`config.mk`:
```
export PLATFORM = sky130hd
export DESIGN_NAME = ltc2668_spi_master
export DESIGN_NICKNAME = d
export VERILOG_FILES = /design/src/rtl/ltc2668_spi_master.sv
export SDC_FILE = /design/constraint.sdc
export NUM_CORES = 1
export LEC_CHECK = 0
export ABC_CLOCK_PERIOD_IN_PS = 2950
export CORE_MARGIN = 5
export CORE_UTILIZATION = 30
export DETAILED_ROUTE_END_ITERATION = 8
export SYNTH_ARGS = -nofsm -noshare
export SYNTH_HDL_FRONTEND = slang
export SYNTH_SLANG_ARGS = --single-unit
```
`constraint.sdc`:
```
create_clock -name clock_in -period 2.95 [get_ports clock_in]
set_clock_uncertainty 0.05 [all_clocks]
set_input_delay 0.295 -clock clock_in [delete_from_list [all_inputs] [get_ports clock_in]]
set_output_delay 0.295 -clock clock_in [all_outputs]
set_load 0.03 [all_outputs]
```
`src/rtl/ltc2668_spi_master.sv`:
```
// ---------------------------------------------------------------------------
// ltc2668_spi_master
// Single-frame SPI master (mode 0) for the LTC2668 16-channel DAC. Each
// accepted request sends one 24-bit frame {cmd, addr, data}, MSB first, and
// captures the 24-bit SDO echo. SCK is a register in the system clock domain
// that toggles at half-period boundaries. It is not a derived clock.
//
// Ports
//   clock_in  system clock (rising edge)
//   reset     asynchronous, active-high reset
//   start     request, sampled only while idle
//   cmd       command nibble  -> frame[23:20]
//   addr      address nibble  -> frame[19:16]
//   data      DAC code        -> frame[15:0]
//   busy      high from the cycle after acceptance through the done cycle
//   done      one-cycle completion pulse
//   rd_data   SDO word captured during the last completed frame
//   sck       serial clock, idles low
//   cs_n      chip select, active low
//   sdi       serial data to the DAC
//   sdo       serial data from the DAC
// ---------------------------------------------------------------------------
module ltc2668_spi_master #(
   parameter int HALF_PERIOD = 7,
   parameter int CS_SETUP    = 2,
   parameter int FRAME_BITS  = 24
) (
   input  logic        clock_in,
   input  logic        reset,
   input  logic        start,
   input  logic [3:0]  cmd,
   input  logic [3:0]  addr,
   input  logic [15:0] data,
   output logic        busy,
   output logic        done,
   output logic [23:0] rd_data,
   output logic        sck,
   output logic        cs_n,
   output logic        sdi,
   input  logic        sdo
);

   localparam int HP_W = $clog2(HALF_PERIOD + 1);
   localparam int CS_W = $clog2(CS_SETUP + 1);

   localparam logic [HP_W-1:0] HP_LAST  = HP_W'(HALF_PERIOD - 1);
   localparam logic [CS_W-1:0] CS_LAST  = CS_W'(CS_SETUP - 1);
   localparam logic [4:0]      BIT_LAST = 5'(FRAME_BITS - 1);

   localparam logic [2:0] S_IDLE  = 3'd0;
   localparam logic [2:0] S_SETUP = 3'd1;
   localparam logic [2:0] S_SHIFT = 3'd2;
   localparam logic [2:0] S_HOLD  = 3'd3;
   localparam logic [2:0] S_DONE  = 3'd4;

   logic [2:0]      r_state;
   logic [HP_W-1:0] r_hp_cnt;
   logic [CS_W-1:0] r_cs_cnt;
   logic [4:0]      r_bit_cnt;
   logic [23:0]     r_tx_shift;
   logic [23:0]     r_rx_shift;
   logic [23:0]     r_rd_data;
   logic            r_sck;
   logic            r_cs_n;
   logic            r_sdi;
   logic            r_busy;
   logic            r_done;

   always_ff @(posedge clock_in or posedge reset) begin
      if (reset) begin
         r_state    <= S_IDLE;
         r_hp_cnt   <= '0;
         r_cs_cnt   <= '0;
         r_bit_cnt  <= '0;
         r_tx_shift <= '0;
         r_rx_shift <= '0;
         r_rd_data  <= '0;
         r_sck      <= 1'b0;
         r_cs_n     <= 1'b1;
         r_sdi      <= 1'b0;
         r_busy     <= 1'b0;
         r_done     <= 1'b0;
      end else begin
         r_done <= 1'b0;
         case (r_state)
            S_IDLE: begin
               r_busy <= 1'b0;
               r_sdi  <= 1'b0;
               r_sck  <= 1'b0;
               if (start) begin
                  // sdi is loaded with the MSB now, so it is stable for the
                  // whole setup window before the first rising edge.
                  r_tx_shift <= {cmd, addr, data};
                  r_sdi      <= cmd[3];
                  r_cs_n     <= 1'b0;
                  r_busy     <= 1'b1;
                  r_cs_cnt   <= '0;
                  r_state    <= S_SETUP;
               end
            end

            S_SETUP: begin
               if (r_cs_cnt == CS_LAST) begin
                  r_cs_cnt  <= '0;
                  r_hp_cnt  <= '0;
                  r_bit_cnt <= '0;
                  r_state   <= S_SHIFT;
               end else begin
                  r_cs_cnt <= r_cs_cnt + 1'b1;
               end
            end

            S_SHIFT: begin
               if (r_hp_cnt == HP_LAST) begin
                  r_hp_cnt <= '0;
                  if (!r_sck) begin
                     // Rising edge: the DAC samples sdi. SDO is captured on the same edge.
                     r_sck      <= 1'b1;
                     r_rx_shift <= {r_rx_shift[22:0], sdo};
                  end else begin
                     // Falling edge: present the next bit. Zeros fill from the LSB.
                     r_sck      <= 1'b0;
                     r_tx_shift <= {r_tx_shift[22:0], 1'b0};
                     r_sdi      <= r_tx_shift[22];
                     r_bit_cnt  <= r_bit_cnt + 1'b1;
                     if (r_bit_cnt == BIT_LAST) begin
                        r_cs_cnt <= '0;
                        r_state  <= S_HOLD;
                     end
                  end
               end else begin
                  r_hp_cnt <= r_hp_cnt + 1'b1;
               end
            end

            S_HOLD: begin
               if (r_cs_cnt == CS_LAST) begin
                  r_cs_cnt  <= '0;
                  r_cs_n    <= 1'b1;
                  r_done    <= 1'b1;
                  r_sdi     <= 1'b0;
                  r_rd_data <= r_rx_shift;
                  r_state   <= S_DONE;
               end else begin
                  r_cs_cnt <= r_cs_cnt + 1'b1;
               end
            end

            S_DONE: begin
               // busy drops here. start is not sampled in this cycle.
               r_busy  <= 1'b0;
               r_state <= S_IDLE;
            end

            default: begin
               r_state <= S_IDLE;
               r_cs_n  <= 1'b1;
               r_sck   <= 1'b0;
               r_sdi   <= 1'b0;
               r_busy  <= 1'b0;
            end
         endcase
      end
   end

   assign busy    = r_busy;
   assign done    = r_done;
   assign rd_data = r_rd_data;
   assign sck     = r_sck;
   assign cs_n    = r_cs_n;
   assign sdi     = r_sdi;

endmodule

```
; After elaboration in Yosys (flattened, before gate mapping)
; Cells that the tools add are included.
[totals]
inputBits = 28
word_cells = 90
output_inout_bits = 29
reg_bits = 89
[classes]
n_eq_ne = 13
n_bitwise = 4
n_addsub = 3
mux = 39
reduce_logical = 19
[ops]
columns = cell, count
row1 = $mux 23, 3
row2 = $pmux 23 s2, 1
row3 = $mux 3, 8
row4 = $mux 5, 3
row5 = $ne 2x2->1 const B, 6
row6 = $pmux 3 s4, 1
row7 = $reduce_and 4->1, 3
row8 = $mux 1, 11
row9 = $mux 2, 5
row10 = $pmux 5 s2, 1
row11 = $reduce_or 3->1, 3
row12 = $eq 3x2->1 const B, 2
row13 = $eq 3x3->1 const B, 2
row14 = $pmux 2 s3, 1
row15 = $pmux 3 s2, 1
row16 = $reduce_and 2->1, 3
row17 = $reduce_and 3->1, 2
row18 = $reduce_and 6->1, 1
row19 = $add 5x1->5 const B, 1
row20 = $eq 5x5->1 const B, 1
row21 = $reduce_and 5->1, 1
row22 = $not 1->1, 4
row23 = $pmux 1 s2, 2
row24 = $pmux 1 s4, 1
row25 = 9 further kinds, 11

; Logic depth before layout (Yosys ltp)
; Gate-level depths: netlist (run 1).
[depth]
depth_word = 5
mapped_depth = 6
depth_no_buf = 5

; Worst setup path after synthesis (run 1)
; No wires, ideal clock.
[synth_timing]
path_type = flip-flop to flip-flop
startpoint = reg r_sck (netlist: sck)
endpoint = reg r_tx_shift[10]
setup_ns = 0.129
arrival_time_ns = 1.537
path_stages_with_launch = 7
slack_ns = 1.234
synth_period_minus_slack_ns = 1.716
n_path_buf = 2
cell_sequence = dfrtp_1 and4b_1 buf_4 a21oi_2 nand2b_4 clkbuf_2 o21ai_0
[synth_between]
elab_chain_cells = 2
[synth_rtl]
columns = item, line
row1 = from (decl), 63  ; logic r_sck;
row2 = from (signal assigned), 78  ; r_sck <= 1'b0;
row3 = from (signal assigned), 89  ; r_sck <= 1'b0;
row4 = from (signal assigned), 118  ; r_sck <= 1'b1;
row5 = $ne 2x2->1 (no source line), --
row6 = $reduce_and 4->1 (no source line), --
row7 = to (signal assigned), 93  ; r_tx_shift <= {cmd, addr, data};
row8 = to (signal assigned), 123  ; r_tx_shift <= {r_tx_shift[22:0], 1'b0};
row9 = to (decl), 60  ; logic [23:0] r_tx_shift;
; No other way between the ends.
; A chain may end at the register's enable or synchronous reset.

; Worst setup path in the final report (run 1)
[layout_timing]
startpoint = reg r_sck (netlist: sck)
endpoint = reg r_tx_shift[5]
; Same word-level chain as after synthesis.

==> run metrics, run 1 <==
IO Count 57; post-synthesis cell type count 50; Slowest-stage cell, CP a21oi_2; GRT Residual Overflow 0; CP Class reg2reg; Hold Violations, Final 0; IO Port Bufs 56; Clock Path Buffers 2; # Post-CTS Setup Buffers 0; DR DRC count 0; final core utilization 38.7%; Vias/cell about 4.7; total track usage between 10% and 20%; share of post-route cells with drive strength above 1 a little over a fifth; Die Ht roughly 120 um; delay of the slowest cell on the worst path around 0.67 ns; Post-layout nets between 300 and 400; fin crit share 76.0%; Worst-Skew Late Latency 0.34 ns; CTS tree yes; Routed met1 length about 3.7 mm; Gate Count Post-Synth a little over 300; post-synthesis cell area 3890 sq um; sequential area share after synthesis a little under three fifths; top layer in use met4; Post-Route WL 7.69 mm; fillcell total 1231; initial detailed-routing violation count ~130; Worst Path Max Fanout 23; synthesized area per cell 12.7 sq um; NetSw 1.28 mW; FF+latch area 2230 sq um; syn_nets approximately 340; Main synth FF type dfrtp_1; Hold-fix buffers, CTS 0; die area between 15000 and 20000 sq um; Setup TNS 0 ns; clock root cell clkbuf_16; maxcap violations 0; terminus of the critical flop-to-flop path r_tx_shift[5]$_DFFE_PP0P_; Final setup viols 0; Cell Int Power about 2.6 mW; Initial DRT Pass Iterations 4; reg2reg path depth 4; Num CTS Buffers 9; CP Launch Type flop; Vias approximately 2500; GPL Wtd Cong approximately 0.73; reg2reg setup slack between 0.7 and 0.8 ns; Comb pwr share between 20% and 30%; P&R area growth vs syn 25.9%; chip width between 100 and 150 um; Slew Limit Fails 0; Fmax achieved around 450 MHz; vias in the first global route 2597; hold_ws around 0.24 ns; antenna cells 0; post-route ant nets 0; status finished, final reports clean; DR WL met3 slightly below 400 um; fin crit period 2.24 ns; wire per inst ~14 um; DP HPWL roughly 5.2 mm; Clock Sinks 89; Starting Density 30.7%; clock network fraction of total power approximately 30%; slew of the pin with the lowest slew margin ~0.81 ns; wire length on met2 about 3.5 mm; area of the multi-input gates 1560 sq um; num rows 41; worst rel slew slack around 46%; Arrival @ worst endpoint between 2 and 2.5 ns; Sequential Power Share roughly 43%; Syn. warnings 0; Min-Delay Path Class in2async; Worst EP required around 3.1 ns; Peak VDD IR between 0.3 and 0.4 mV; first-pass GRT wire length around 13 mm; switch share between 30% and 40%; pwr dens slightly below 800 nW/um^2; worst r2r src sck$_DFFE_PP0P_; Clk pin slew, worst setup/hold paths 0.06 ns; ys async rst share between 90% and 100%; CP endpoint kind flop; antenna violations before repair 0; Synth Register Bits a little under 90; core area 12700 sq um; leakage power between 2 and 2.5 nW; Post-CTS Resized 0; unrepaired setup endpoints after global routing false; crit path cell chain and4b_1, a21oi_2, nand2b_4, o21ai_0; htree depth 3; largest net degree at the start of global routing roughly 40; number of flops mapped to enable cells by yosys 0
==> power groups by stage <==
stage | Clock [mW] | Sequential [mW] | Combinational (mW)
floorplan | 0 | 1.63 | 0.845
global placement | 0 | 1.67 | 1.06
detailed placement | 0 | 1.68 | 1.08
CTS | 1.18 | 1.66 | 1.08
global route | 1.22 | 1.69 | 1.20
finish | 1.14 | 1.66 | 1.07
==> stage by stage <==
stage                     cells  cell area [sq um]  setup WS, ns  total power [mW]
after detailed placement    521               4610         0.572              2.76
final                       537               4900         0.709              3.86
after CTS                   537               4900         0.686              3.92
after global placement      521               4610         0.651              2.73
after global routing        537               4900         0.535              4.11
after floorplan             306               3890         0.300              2.47
==> kinds of logic (layout without fill, tap and decap cells) <==
kind of cell,Yosys count,in the layout,synth area share [%]
flip-flops,89,89,57.2
buffers and inverters,19,78,2.76
AO/OA/AOI/OAI,77,77,11.5
XOR/XNOR,2,2,0.450
multiplexers,72,72,20.1
adder cells (fa/ha/maj),1,1,0.321
AND/OR/NAND/NOR,46,46,7.71
==> worst max-delay path by stage <==
stage | from | endpoint | slack (ns) | cells past startpoint
finish | sck$_DFFE_PP0P_ | r_tx_shift[5]$_DFFE_PP0P_ | 0.71 | 4
global route | sck$_DFFE_PP0P_ | r_tx_shift[5]$_DFFE_PP0P_ | 0.53 | 4
CTS | sck$_DFFE_PP0P_ | r_tx_shift[5]$_DFFE_PP0P_ | 0.69 | 4
detailed placement | start | r_tx_shift[5]$_DFFE_PP0P_ | 0.57 | 5
global placement | start | r_tx_shift[1]$_DFFE_PP0P_ | 0.65 | 5
floorplan | reset | busy$_DFFE_PP0N_ | 0.30 | 1
==> layer usage <==
metal / GRT usage [%] / vias up
met3: 3.63 / 7
met2: 15.6 / 52
met1: 15.2 / 1248
li1: - / 1218
met5: 0 / -
met4: 3.90 / 0
==> layout make-up <==
cell class | count | share of cell area, %
sequential | 89 | 45.4
inverter | 1 | 0.102
clock buffer | 12 | 5.03
tap | 172 | 4.39
clock inverter | 4 | 1.07
timing repair buffer | 61 | 12.2
multi-input combinational | 198 | 31.8
==> critical path: cells and delay by family (launching register included) <==
kind,cells,cell delay [ns]
simple gates,2,0.77
compound gates,2,0.81
flops,1,0.46
==> cells in the final DEF, fill, tap and decap left out, types with 2 or more instances in the layout <==
| cell | instances |
|---|---|
| nand2b_1 | 5 |
| nand2_1 | 8 |
| clkinv_2 | 2 |
| a21oi_1 | 4 |
| xor2_1 | 2 |
| a211oi_1 | 2 |
| and4b_1 | 2 |
| buf_4 | 5 |
| nor2_1 | 7 |
| mux2i_1 | 23 |
| mux2_2 | 49 |
| clkdlybuf4s50_1 | 56 |
| clkbuf_1 | 2 |
| a22o_1 | 2 |
| dfrtp_1 | 88 |
| o21ai_0 | 51 |
| nor2b_1 | 5 |
| or2_2 | 2 |
| clkinv_4 | 2 |
| clkbuf_16 | 9 |
| nand3_1 | 6 |
| a31oi_1 | 2 |
| o22ai_1 | 2 |
==> synth_stat cells, types with 2 or more instances <==
cell type	instances	area share, %
clkbuf_2	2	0.26
buf_4	3	0.58
buf_2	6	0.77
nor2b_1	5	0.80
nand2_1	8	0.77
o21ai_0	51	6.6
a31oi_1	2	0.32
xor2_1	2	0.45
nand3_1	6	0.77
mux2_2	49	14
buf_6	2	0.58
and4b_1	2	0.51
dfrtp_1	88	57
a211oi_1	2	0.39
mux2i_1	23	5.9
a21oi_1	4	0.51
a22o_1	2	0.45
nand2b_1	5	0.80
clkbuf_1	5	0.48
nor2_1	7	0.67
o22ai_1	2	0.32
or2_2	2	0.32
==> state kept, by name, indices dropped and copies added (netlist names) <==
signal / cells
rd_data: 24
r_tx_shift: 23
busy: 1
r_hp_cnt: 3
sdi: 1
r_bit_cnt: 5
r_rx_shift: 24
cs_n: 1
done: 1
r_cs_cnt: 2
r_state: 3
sck: 1
No activity file was read; power rests on OpenSTA's default activity.
==> inputs of run 2 (changes only) <==
--- a/config.mk
+++ b/config.mk
@@ -5,7 +5,7 @@
 export SDC_FILE = /design/constraint.sdc
 export NUM_CORES = 1
 export LEC_CHECK = 0
-export ABC_CLOCK_PERIOD_IN_PS = 2950
+export ABC_CLOCK_PERIOD_IN_PS = 2000
 export CORE_MARGIN = 5
 export CORE_UTILIZATION = 30
 export DETAILED_ROUTE_END_ITERATION = 8
==> constraint.sdc (replaced) <==
create_clock -name clock_in -period 2 [get_ports clock_in]
set_clock_uncertainty 0.05 [all_clocks]
set_input_delay 0.2 -clock clock_in [delete_from_list [all_inputs] [get_ports clock_in]]
set_output_delay 0.2 -clock clock_in [all_outputs]
set_load 0.03 [all_outputs]
==> run 2 against run 1 <==
Combinational power rose by 66%. Clock power up 52%. Sequential cell count stayed put. Via count rose by 1.9%. Routed wire length up 0.64%. Sequential power grew 42%.
==> run metrics, run 2 (same netlist as run 1, synthesis figures left out) <==
non-filler cells, final 546 (+1.7%); Worst Path Max Fanout 23 (unchanged); setup slack after layout 0.161 ns (-0.548 ns); Die Ht 124 um (unchanged); wire per inst 14.2 um (-1.0%); CTS tree yes; most common cell after layout, fill and taps aside dfrtp_1; Peak VDD IR 0.469 mV (+43%); final core utilization 39.7% (+0.96 points); Post-Route WL 7.74 mm (+0.64%); Post-CTS Resized 1 (+1); area of the multi-input gates 1570 sq um (+0.48%); leakage power 2.25 nW (+2.6%); Starting Density 30.7% (unchanged); chip width 124 um (unchanged); CP Launch Type flop; Final setup viols 0 (unchanged); GRT Residual Overflow 0 (unchanged); fin crit period 1.84 ns (-0.402 ns); Setup TNS 0 ns (unchanged); FF+latch area 2230 sq um (about the same); commonest cells after routing, fill and taps aside 87 x dfrtp_1, 56 x clkdlybuf4s50_1, 51 x o21ai_0; hold_ws 0.227 ns (-0.0130 ns); fin crit share 91.9% (+16 points); Clock Sinks 89 (unchanged); switch share 33.3% (+0.30 points); die area 15400 sq um (unchanged); IO Port Bufs 56 (unchanged); Worst-Skew Late Latency 0.34 ns (about the same); status finished, final reports clean; Post-layout nets 398 (+2.3%); antenna cells 0 (unchanged); Clock Path Buffers 2 (unchanged); Cell Int Power 3.91 mW (+51%); unrepaired setup endpoints after global routing false; CP Class reg2reg; num rows 41 (unchanged); htree depth 3 (unchanged); final instance area 5030 sq um (+2.5%); post-route ant nets 0 (unchanged); Min-Delay Path Class in2async; NetSw 1.95 mW (+53%); Hold-fix buffers, CTS 0 (unchanged); post-place setup slack -0.139 ns (-0.712 ns); Fmax achieved 544 MHz (+22%); GPL Wtd Cong 0.717 (-1.8%); clock network fraction of total power 29.5% (about the same); Arrival @ worst endpoint 2.00 ns (-0.40 ns); DR DRC count 0 (unchanged); antenna violations before repair 0 (unchanged); fillcell total 1223 (-0.65%); clock root cell clkbuf_16; CP endpoint kind flop; share of post-route cells with drive strength above 1 24.6% (+2.7 points); first-pass GRT wire length 12.9 mm (-1.2%); Placed Instances 530 (+1.7%); maxcap violations 0 (unchanged); total track usage 10.8% (-0.083 points); # Post-CTS Setup Buffers 0 (unchanged); slew of the pin with the lowest slew margin 0.591 ns (-0.216 ns); Post-Place Cell Area 4710 sq um (+2.4%); vias in the first global route 2545 (-2.0%); worst rel slew slack 60.6% (+14 points); Comb pwr share 30.4% (+2.8 points); Num CTS Buffers 9 (unchanged); IO Count 57 (unchanged); initial detailed-routing violation count 139 (+3.7%); DP HPWL 5.09 mm (-1.2%); P&R area growth vs syn 29.0%; largest net degree at the start of global routing 49 (+20%); Power Total 5.86 mW (+52%); Sequential Power Share 40.1% (-2.8 points); Slew Limit Fails 0 (unchanged); Worst EP required 2.16 ns (-0.95 ns); pwr dens 1170 nW/um^2 (+48%); Initial DRT Pass Iterations 4 (unchanged); Hold Violations, Final 0 (unchanged); core area 12700 sq um (unchanged); Vias 2572 (+1.9%); Clk pin slew, worst setup/hold paths 0.06 ns (about the same); Vias/cell 4.71 (+0.18%)
## run 2: changes by cell type in the layout (fill, tap and decap cells not counted), sizes merged
cell,previous run,this run
inv,0,2
clkbuf,12,10
clkinv,4,2
buf,5,14
clkinvlp,0,2
## run 2: layout make-up
type	count	share of cell area, %
clock buffers	10	4.75
clock inverters	6	1.29
inverters	1	0.149
multi-input cells	198	31.2
flip-flops and latches	89	44.4
well taps	172	4.28
repair buffers	70	14.0
## run 2: final timing paths
path	end	slack, ns	depth (start not counted)	start
hold / removal	done$_DFF_PP0_	0.23	3	reset
min in group clock_in	r_rx_shift[0]$_DFFE_PP0P_	0.42	2	sdo
setup reg to reg	r_tx_shift[14]$_DFFE_PP0P_	0.16	4	r_hp_cnt[2]$_DFFE_PP0P_
hold reg to reg	rd_data[3]$_DFFE_PP0P_	0.46	1	rd_data[3]$_DFFE_PP0P_
max in group asynchronous	r_rx_shift[21]$_DFFE_PP0P_	1.11	3	reset
setup / recovery	r_tx_shift[14]$_DFFE_PP0P_	0.16	4	r_hp_cnt[2]$_DFFE_PP0P_
## run 2: power by group through the flow
stage,Clock (mW),Sequential (mW),Combinational (mW)
after floorplan,0,2.40,1.25
after global placement,0,2.37,1.75
after CTS,1.79,2.35,1.79
after global routing,1.86,2.40,1.97
after detailed placement,0,2.38,1.78
final,1.73,2.35,1.78
## run 2: critical path, stage by stage, from the launching register on
cell      delay [ns]
dfrtp_1         0.44
and4b_1         0.27
a21oi_4         0.46
nand2b_4        0.36
o21ai_0         0.13
## run 2: routing by layer
layer / GRT usage [%] / vias up / routed length [um] / share of wire (%)
li1: - / 1239 / - / -
met1: 14.7 / 1274 / 3740 / 48
met2: 15.2 / 50 / 3370 / 44
met3: 4.81 / 9 / 525 / 6.8
met4: 3.49 / 0 / 97 / 1.3
met5: 0 / - / 0 / 0
==> inputs of run 3 (changes only) <==
--- a/config.mk
+++ b/config.mk
@@ -8,6 +8,7 @@
 export ABC_CLOCK_PERIOD_IN_PS = 2000
 export CORE_MARGIN = 5
 export CORE_UTILIZATION = 30
+export CTS_CLUSTER_SIZE = 30
 export DETAILED_ROUTE_END_ITERATION = 8
 export SYNTH_ARGS = -nofsm -noshare
 export SYNTH_HDL_FRONTEND = slang
==> results of run 3 <==
No change in the layout: final DEF, timing and power equal those of run 2.
